File: src/rtl/alu_serial_if.sv
// rtl/alu_serial_if.sv - start/busy/done request and result bundle for the bit-serial ALU
//
// Ports carried (direction seen from the ALU, i.e. the slave modport):
//   start_i     in   request, sampled only while the engine is idle
//   src1_i      in   operand A, latched on an accepted start
//   src2_i      in   operand B, latched on an accepted start
//   ctrl_i      in   {A_invert, B_invert, operation[1:0]}
//   busy_o      out  operation in progress
//   done_o      out  one-cycle completion pulse
//   result_o    out  result, cleared on an accepted start
//   zero_o      out  result == 0
//   cout_o      out  carry out of the MSB slice
//   overflow_o  out  signed overflow
interface alu_serial_if #(
    parameter int WIDTH = 32
);
    logic             start_i;
    logic [WIDTH-1:0] src1_i;
    logic [WIDTH-1:0] src2_i;
    logic [3:0]       ctrl_i;
    logic             busy_o;
    logic             done_o;
    logic [WIDTH-1:0] result_o;
    logic             zero_o;
    logic             cout_o;
    logic             overflow_o;

    modport master (
        output start_i, src1_i, src2_i, ctrl_i,
        input  busy_o, done_o, result_o, zero_o, cout_o, overflow_o
    );

    modport slave (
        input  start_i, src1_i, src2_i, ctrl_i,
        output busy_o, done_o, result_o, zero_o, cout_o, overflow_o
    );
endinterface

File: src/rtl/alu_serial.sv
// rtl/alu_serial.sv - bit-serial ALU engine, one 1-bit ALU slice per clock, LSB first
//
// Ports:
//   clk_i   in   clock, rising edge
//   rst_i   in   synchronous active-low reset
//   bus     alu_serial_if.slave: start/operands/ctrl in, busy/done/result/flags out
module alu_serial #(
    parameter int WIDTH = 32,
    parameter int CNT_W = 5
) (
    input  logic         clk_i,
    input  logic         rst_i,
    alu_serial_if.slave  bus
);

    typedef enum logic {
        IDLE = 1'b0,
        RUN  = 1'b1
    } state_t;

    localparam logic [CNT_W-1:0] LAST_BIT = CNT_W'(WIDTH - 1);

    state_t           r_state;
    logic [WIDTH-1:0] r_src1;
    logic [WIDTH-1:0] r_src2;
    logic [3:0]       r_ctrl;
    logic [CNT_W-1:0] r_cnt;
    logic             r_carry;
    logic [WIDTH-1:0] r_result;
    logic             r_busy;
    logic             r_done;
    logic             r_zero;
    logic             r_cout;
    logic             r_ovf;

    logic             w_a;
    logic             w_b;
    logic             w_sum;
    logic             w_carry_next;
    logic             w_is_arith;
    logic             w_last;
    logic             w_ovf;
    logic             w_res_bit;
    logic [WIDTH-1:0] w_result_next;

    // Current slice inputs, with the optional inversions applied.
    assign w_a          = r_src1[r_cnt] ^ r_ctrl[3];
    assign w_b          = r_src2[r_cnt] ^ r_ctrl[2];
    assign w_sum        = w_a ^ w_b ^ r_carry;
    assign w_carry_next = (w_a & w_b) | (w_a & r_carry) | (w_b & r_carry);
    assign w_is_arith   = r_ctrl[1];
    assign w_last       = (r_cnt == LAST_BIT);
    // Only meaningful on the MSB slice: carry into vs. carry out of the sign bit.
    assign w_ovf        = w_is_arith & (r_carry ^ w_carry_next);

    always_comb begin
        w_res_bit = 1'b0;
        case (r_ctrl[1:0])
            2'b00:   w_res_bit = w_a & w_b;
            2'b01:   w_res_bit = w_a | w_b;
            2'b10:   w_res_bit = w_sum;
            default: w_res_bit = 1'b0;
        endcase

        w_result_next        = r_result;
        w_result_next[r_cnt] = w_res_bit;
        // SLT: the set bit is the overflow-corrected sign of the difference,
        // known only once the MSB slice has been evaluated.
        if (w_last && (r_ctrl[1:0] == 2'b11)) begin
            w_result_next[0] = w_sum ^ w_ovf;
        end
    end

    always_ff @(posedge clk_i) begin
        if (!rst_i) begin
            r_state  <= IDLE;
            r_src1   <= '0;
            r_src2   <= '0;
            r_ctrl   <= '0;
            r_cnt    <= '0;
            r_carry  <= 1'b0;
            r_result <= '0;
            r_busy   <= 1'b0;
            r_done   <= 1'b0;
            r_zero   <= 1'b0;
            r_cout   <= 1'b0;
            r_ovf    <= 1'b0;
        end else begin
            r_done <= 1'b0;
            case (r_state)
                IDLE: begin
                    if (bus.start_i) begin
                        r_src1   <= bus.src1_i;
                        r_src2   <= bus.src2_i;
                        r_ctrl   <= bus.ctrl_i;
                        r_cnt    <= '0;
                        // B_invert supplies the +1 of the two's-complement subtract.
                        r_carry  <= bus.ctrl_i[2];
                        r_result <= '0;
                        r_busy   <= 1'b1;
                        r_state  <= RUN;
                    end
                end
                RUN: begin
                    r_result <= w_result_next;
                    r_carry  <= w_carry_next;
                    r_cnt    <= r_cnt + CNT_W'(1);
                    if (w_last) begin
                        r_cout  <= w_is_arith & w_carry_next;
                        r_ovf   <= w_ovf;
                        r_zero  <= (w_result_next == '0);
                        r_busy  <= 1'b0;
                        r_done  <= 1'b1;
                        r_cnt   <= '0;
                        r_state <= IDLE;
                    end
                end
                default: r_state <= IDLE;
            endcase
        end
    end

    assign bus.busy_o     = r_busy;
    assign bus.done_o     = r_done;
    assign bus.result_o   = r_result;
    assign bus.zero_o     = r_zero;
    assign bus.cout_o     = r_cout;
    assign bus.overflow_o = r_ovf;

endmodule

File: src/flat_wrapper.sv
// flat-port wrapper written by rule: the top's interface ports become plain ports
module alu_serial_flat 
#(
    parameter int WIDTH = 32,
    parameter int CNT_W = 5
)
  (clk_i, rst_i, bus_start_i, bus_src1_i, bus_src2_i, bus_ctrl_i, bus_busy_o, bus_done_o, bus_result_o, bus_zero_o, bus_cout_o, bus_overflow_o);
  alu_serial_if #(.WIDTH(WIDTH)) bus_i ();
  input  logic clk_i;
  input  logic rst_i;
  input wire logic [$bits(bus_i.start_i)-1:0] bus_start_i;
  input wire logic [$bits(bus_i.src1_i)-1:0] bus_src1_i;
  input wire logic [$bits(bus_i.src2_i)-1:0] bus_src2_i;
  input wire logic [$bits(bus_i.ctrl_i)-1:0] bus_ctrl_i;
  output wire logic [$bits(bus_i.busy_o)-1:0] bus_busy_o;
  output wire logic [$bits(bus_i.done_o)-1:0] bus_done_o;
  output wire logic [$bits(bus_i.result_o)-1:0] bus_result_o;
  output wire logic [$bits(bus_i.zero_o)-1:0] bus_zero_o;
  output wire logic [$bits(bus_i.cout_o)-1:0] bus_cout_o;
  output wire logic [$bits(bus_i.overflow_o)-1:0] bus_overflow_o;
  assign bus_i.start_i = bus_start_i;
  assign bus_i.src1_i = bus_src1_i;
  assign bus_i.src2_i = bus_src2_i;
  assign bus_i.ctrl_i = bus_ctrl_i;
  assign bus_busy_o = bus_i.busy_o;
  assign bus_done_o = bus_i.done_o;
  assign bus_result_o = bus_i.result_o;
  assign bus_zero_o = bus_i.zero_o;
  assign bus_cout_o = bus_i.cout_o;
  assign bus_overflow_o = bus_i.overflow_o;
  alu_serial #(.WIDTH(WIDTH), .CNT_W(CNT_W)) u_core (.clk_i(clk_i), .rst_i(rst_i), .bus(bus_i));
endmodule
File: config.mk
export PLATFORM = sky130hd
export DESIGN_NAME = alu_serial_flat
export DESIGN_NICKNAME = d
export VERILOG_FILES = /design/src/rtl/alu_serial_if.sv /design/src/rtl/alu_serial.sv /design/src/flat_wrapper.sv
export SDC_FILE = /design/constraint.sdc
export NUM_CORES = 1
export LEC_CHECK = 0
export ABC_CLOCK_PERIOD_IN_PS = 3700
export CAP_MARGIN = 0
export CORE_MARGIN = 4
export CORE_UTILIZATION = 42
export DETAILED_ROUTE_END_ITERATION = 8
export PLACE_DENSITY_LB_ADDON = 0.05
export SLEW_MARGIN = 20
export SYNTH_ARGS = -nofsm -noshare
export SYNTH_HDL_FRONTEND = slang
export SYNTH_SLANG_ARGS = --single-unit
File: constraint.sdc
create_clock -name clk_i -period 3.7 [get_ports clk_i]
set_input_delay 0.555 -clock clk_i [delete_from_list [all_inputs] [get_ports clk_i]]
set_output_delay 0.555 -clock clk_i [all_outputs]
set_load 0.01 [all_outputs]
==> results of run 1 <==
==> critical path, stage by stage, from the launching register on <==
cell	delay, ns
dfxtp_1	0.51
and2_1	0.46
a22oi_1	0.17
nand4_1	0.14
nand4_2	0.13
xor2_2	0.29
ha_1	0.33
xnor2_1	0.15
a211o_1	0.36
a21oi_4	0.15
buf_4	0.35
nand4_1	0.14
a21boi_1	0.18
==> final cells by class <==
| cell class | instances | area (sq um) | area share |
|---|---|---|---|
| clock buffers | 12 | 246 | 0.0337 |
| clock inverters | 4 | 76.3 | 0.0104 |
| multi-input cells | 529 | 3260 | 0.446 |
| repair buffers | 128 | 1220 | 0.168 |
| well taps | 176 | 220 | 0.0301 |
| inverters | 9 | 33.8 | 0.00462 |
| flip-flops and latches | 112 | 2240 | 0.307 |
==> registers in the layout (all words and copies together) (netlist names), 4 cells and up <==
name / cells
u_core.r_src1: 32
u_core.r_src2: 32
u_core.bus.result_o: 32
u_core.r_ctrl: 4
u_core.r_cnt: 5
==> power by group through the flow <==
stage / Combinational (uW) / Sequential [uW] / Clock [uW]
2_1_floorplan: 241 / 1300 / 0
3_3_place_gp: 370 / 1310 / 0
3_5_place_dp: 380 / 1310 / 0
4_1_cts: 381 / 1280 / 1090
5_1_grt: 420 / 1290 / 1140
6_report: 379 / 1280 / 1070
==> layout by cell type (no fill, tap or decap), types with 3 or more instances in the layout <==
cell type          n
nand2_1          171
dfxtp_1          111
clkdlybuf4s50_1  106
a21boi_0          71
mux2i_1           33
nor2b_1           32
a21o_1            25
a22oi_1           22
nand3_1           22
buf_4             21
nand4_1           16
a32oi_1           16
nor2_1            15
a21boi_1          14
a21oi_1           13
o21ai_0           10
inv_1              9
clkbuf_16          9
ha_1               6
a31oi_1            5
o21ai_1            5
and2_1             4
nor3_1             4
nor2_2             3
nand2b_1           3
==> worst min path at each step <==
stage	startpoint	end	slack, ns	cells past startpoint
2_1_floorplan	u_core.r_src2[12]$_SDFFE_PN0P_	u_core.r_src2[12]$_SDFFE_PN0P_	0.44	2
3_3_place_gp	u_core.bus.cout_o$_SDFFE_PN0P_	u_core.bus.cout_o$_SDFFE_PN0P_	0.45	2
3_5_place_dp	u_core.bus.cout_o$_SDFFE_PN0P_	u_core.bus.cout_o$_SDFFE_PN0P_	0.45	2
4_1_cts	u_core.bus.cout_o$_SDFFE_PN0P_	u_core.bus.cout_o$_SDFFE_PN0P_	0.46	2
5_1_grt	u_core.bus.cout_o$_SDFFE_PN0P_	u_core.bus.cout_o$_SDFFE_PN0P_	0.48	2
6_report	u_core.bus.cout_o$_SDFFE_PN0P_	u_core.bus.cout_o$_SDFFE_PN0P_	0.46	2
==> logic make-up (layout without fill, tap and decap cells) <==
family | after synthesis | count (layout) | share of synthesized area
AOI/OAI and AO/OA | 201 | 201 | 0.253
muxes | 33 | 33 | 0.0564
and+or+nand+nor | 285 | 285 | 0.224
xor gates and xnor gates | 4 | 4 | 0.00855
adders and majority gates | 6 | 6 | 0.0128
buffers and inverters | 72 | 153 | 0.0624
DFF | 112 | 112 | 0.383
==> per-stage QoR <==
step | utilization | setup WS, ns | instance area [sq um] | cells | hold WS (ns)
4_1_cts | 0.543 | 0.284 | 7300 | 970 | 0.460
3_3_place_gp | 0.519 | 0.470 | 6980 | 954 | 0.447
3_5_place_dp | 0.519 | 0.334 | 6980 | 954 | 0.449
2_1_floorplan | - | 0.951 | 5860 | 713 | 0.443
6_report | 0.543 | 0.260 | 7300 | 970 | 0.459
5_1_grt | 0.543 | 0.0535 | 7300 | 970 | 0.484
==> routing by layer <==
metal / track usage / wire length [um] / vias up
met5: 0 / 0 / -
met4: 0.0625 / 215 / 0
met3: 0.0296 / 778 / 19
met2: 0.315 / 7440 / 163
met1: 0.265 / 7470 / 2565
li1: - / - / 2654
==> impl_metrics.py, run 1 <==
metrics = {
    "critical_path": {
        "critical_path_required_ns": 3.98,
        "r2r_cells": 12,
        "path_class": "reg -> reg",
        "start_kind": "register",
        "critical_path.max_fanout": 31,
        "endpoint_kind": "register",
        "crit_end": "u_core.bus.result_o[10]$_SDFFE_PN0P_",
        "startpoint": "u_core.r_cnt[0]$_SDFFE_PN0P_",
        "rr_startpoint": "u_core.r_cnt[0]$_SDFFE_PN0P_",
        "ff2ff_setup_slack_ns": 0.26,
        "worst_r2r_endpoint": "u_core.bus.result_o[10]$_SDFFE_PN0P_",
        "cp.arrival_ns": 3.72,
    },
    "logic_synthesis": {
        "yosys-top-cells-area": "dfxtp_1, nand2_1, a21boi_0, mux2i_1, nor2b_1",
        "synth_fp_nets": 790,
        "yosys_warnings": 0,
        "synth_cell_types": 56,
        "synth_ff_type": "dfxtp_1",
        "async_reset_ff_frac": 0,
        "yosysTopAreaCell": "dfxtp_1",
        "synth_common_cells": "nand2_1, dfxtp_1, a21boi_0, clkbuf_1",
        "synth_top_cell_area_share": 0.383,
        "synth_most_common_cell": "nand2_1",
        "synth_cells": 713,
        "avgSynthCellArea_sq_um": 8.21,
        "ys_seq_area_frac": 0.383,
        "synth_edf_count": 0,
        "ys_seq_elements": 112,
        "synth_area_sq_mm": 0.00586,
    },
    "pwr": {
        "power_uw": 2730,
        "peakVddDrop_mv": 0.205,
        "switching_share": 0.248,
        "p_int_uw": 2050,
        "power_frac_comb": 0.139,
        "p_switching_uw": 676,
        "p_leak_uw": 0.00259,
        "power_density_mw_per_mm2": 373,
        "p_seq_frac": 0.470,
        "clock_power_share": 0.391,
    },
    "job": {
        "cap_violations": 0,
    },
    "timing": {
        "fin_skew_ns": 0.00507,
        "final-setup-viol-count": 0,
        "slew_violations": 0,
        "hold_viol": 0,
        "rsz0062_at_grt": "no",
        "period_needed_ns": 3.44,
        "worst_pin_slew_ns": 0.897,
        "maxSlewHeadroom": 0.402,
        "fin_tns_setup_ns": 0,
        "max_freq_mhz": 291,
        "fin_crit_sh": 0.930,
    },
    "floorplan": {
        "num_rows": 42,
        "initial_utilization": 0.435,
        "die_h_um": 126,
        "fp.dieArea_sq_mm": 0.0159,
        "coreArea_sq_mm": 0.0135,
        "die_w_um": 126,
        "io-pin-count": 108,
    },
    "grt": {
        "grt_pass1_vias": 5138,
        "grt.total_usage": 0.194,
        "grt_pass1_wl_mm": 25.7,
        "grt_antenna_before_repair": 0,
        "overflow": 0,
        "grt_max_degree": 108,
    },
    "routing": {
        "via_count": 5401,
        "firstDrtPassIters": 6,
        "drt_wl_total_mm": 15.9,
        "avgRoutedWirePerCell_um": 16.4,
        "first_iter_violations": 367,
        "drc": 0,
        "postRouteAntennaNets": 0,
        "viasPerCell": 5.57,
    },
    "hold_path": {
        "hold_class": "reg -> reg",
    },
    "clock_tree": {
        "clock_sinks": 112,
        "clockBufferDepth": 2,
        "post_cts_resized": 0,
        "cts_made_buffers": 9,
        "cts-hold-fix-buffers": 0,
        "clk_pin_slew_worst_paths_ns": 0.07,
        "cts_tree": "yes",
        "insertion_delay_ns": 0.35,
        "postCtsSetupRepairBufs": 0,
        "cts_root_buffer": "clkbuf_16",
        "htree_levels": 3,
    },
    "layout": {
        "area_delta_synth_final_pct": 24.7,
        "drive_gt1_frac": 0.0630,
        "diodes": 0,
        "fin_nets": 866,
        "nFillCells": 1317,
    },
    "placed_design": {
        "place.gp.congestion": 0.830,
        "hpwl_mm": 11.1,
        "io_buffers": 107,
    },
    "status": {
        "status": "complete, no violations",
    },
}
No activity file was read; power rests on OpenSTA's default activity.
==> run 2: changes to the inputs <==
--- a/config.mk
+++ b/config.mk
@@ -11,7 +11,7 @@
 export CORE_UTILIZATION = 42
 export DETAILED_ROUTE_END_ITERATION = 8
 export PLACE_DENSITY_LB_ADDON = 0.05
-export SLEW_MARGIN = 20
 export SYNTH_ARGS = -nofsm -noshare
 export SYNTH_HDL_FRONTEND = slang
 export SYNTH_SLANG_ARGS = --single-unit
+export TNS_END_PERCENT = 5
==> results of run 2 <==
Same layout as run 1: the final DEF is identical, and so are final timing and power.
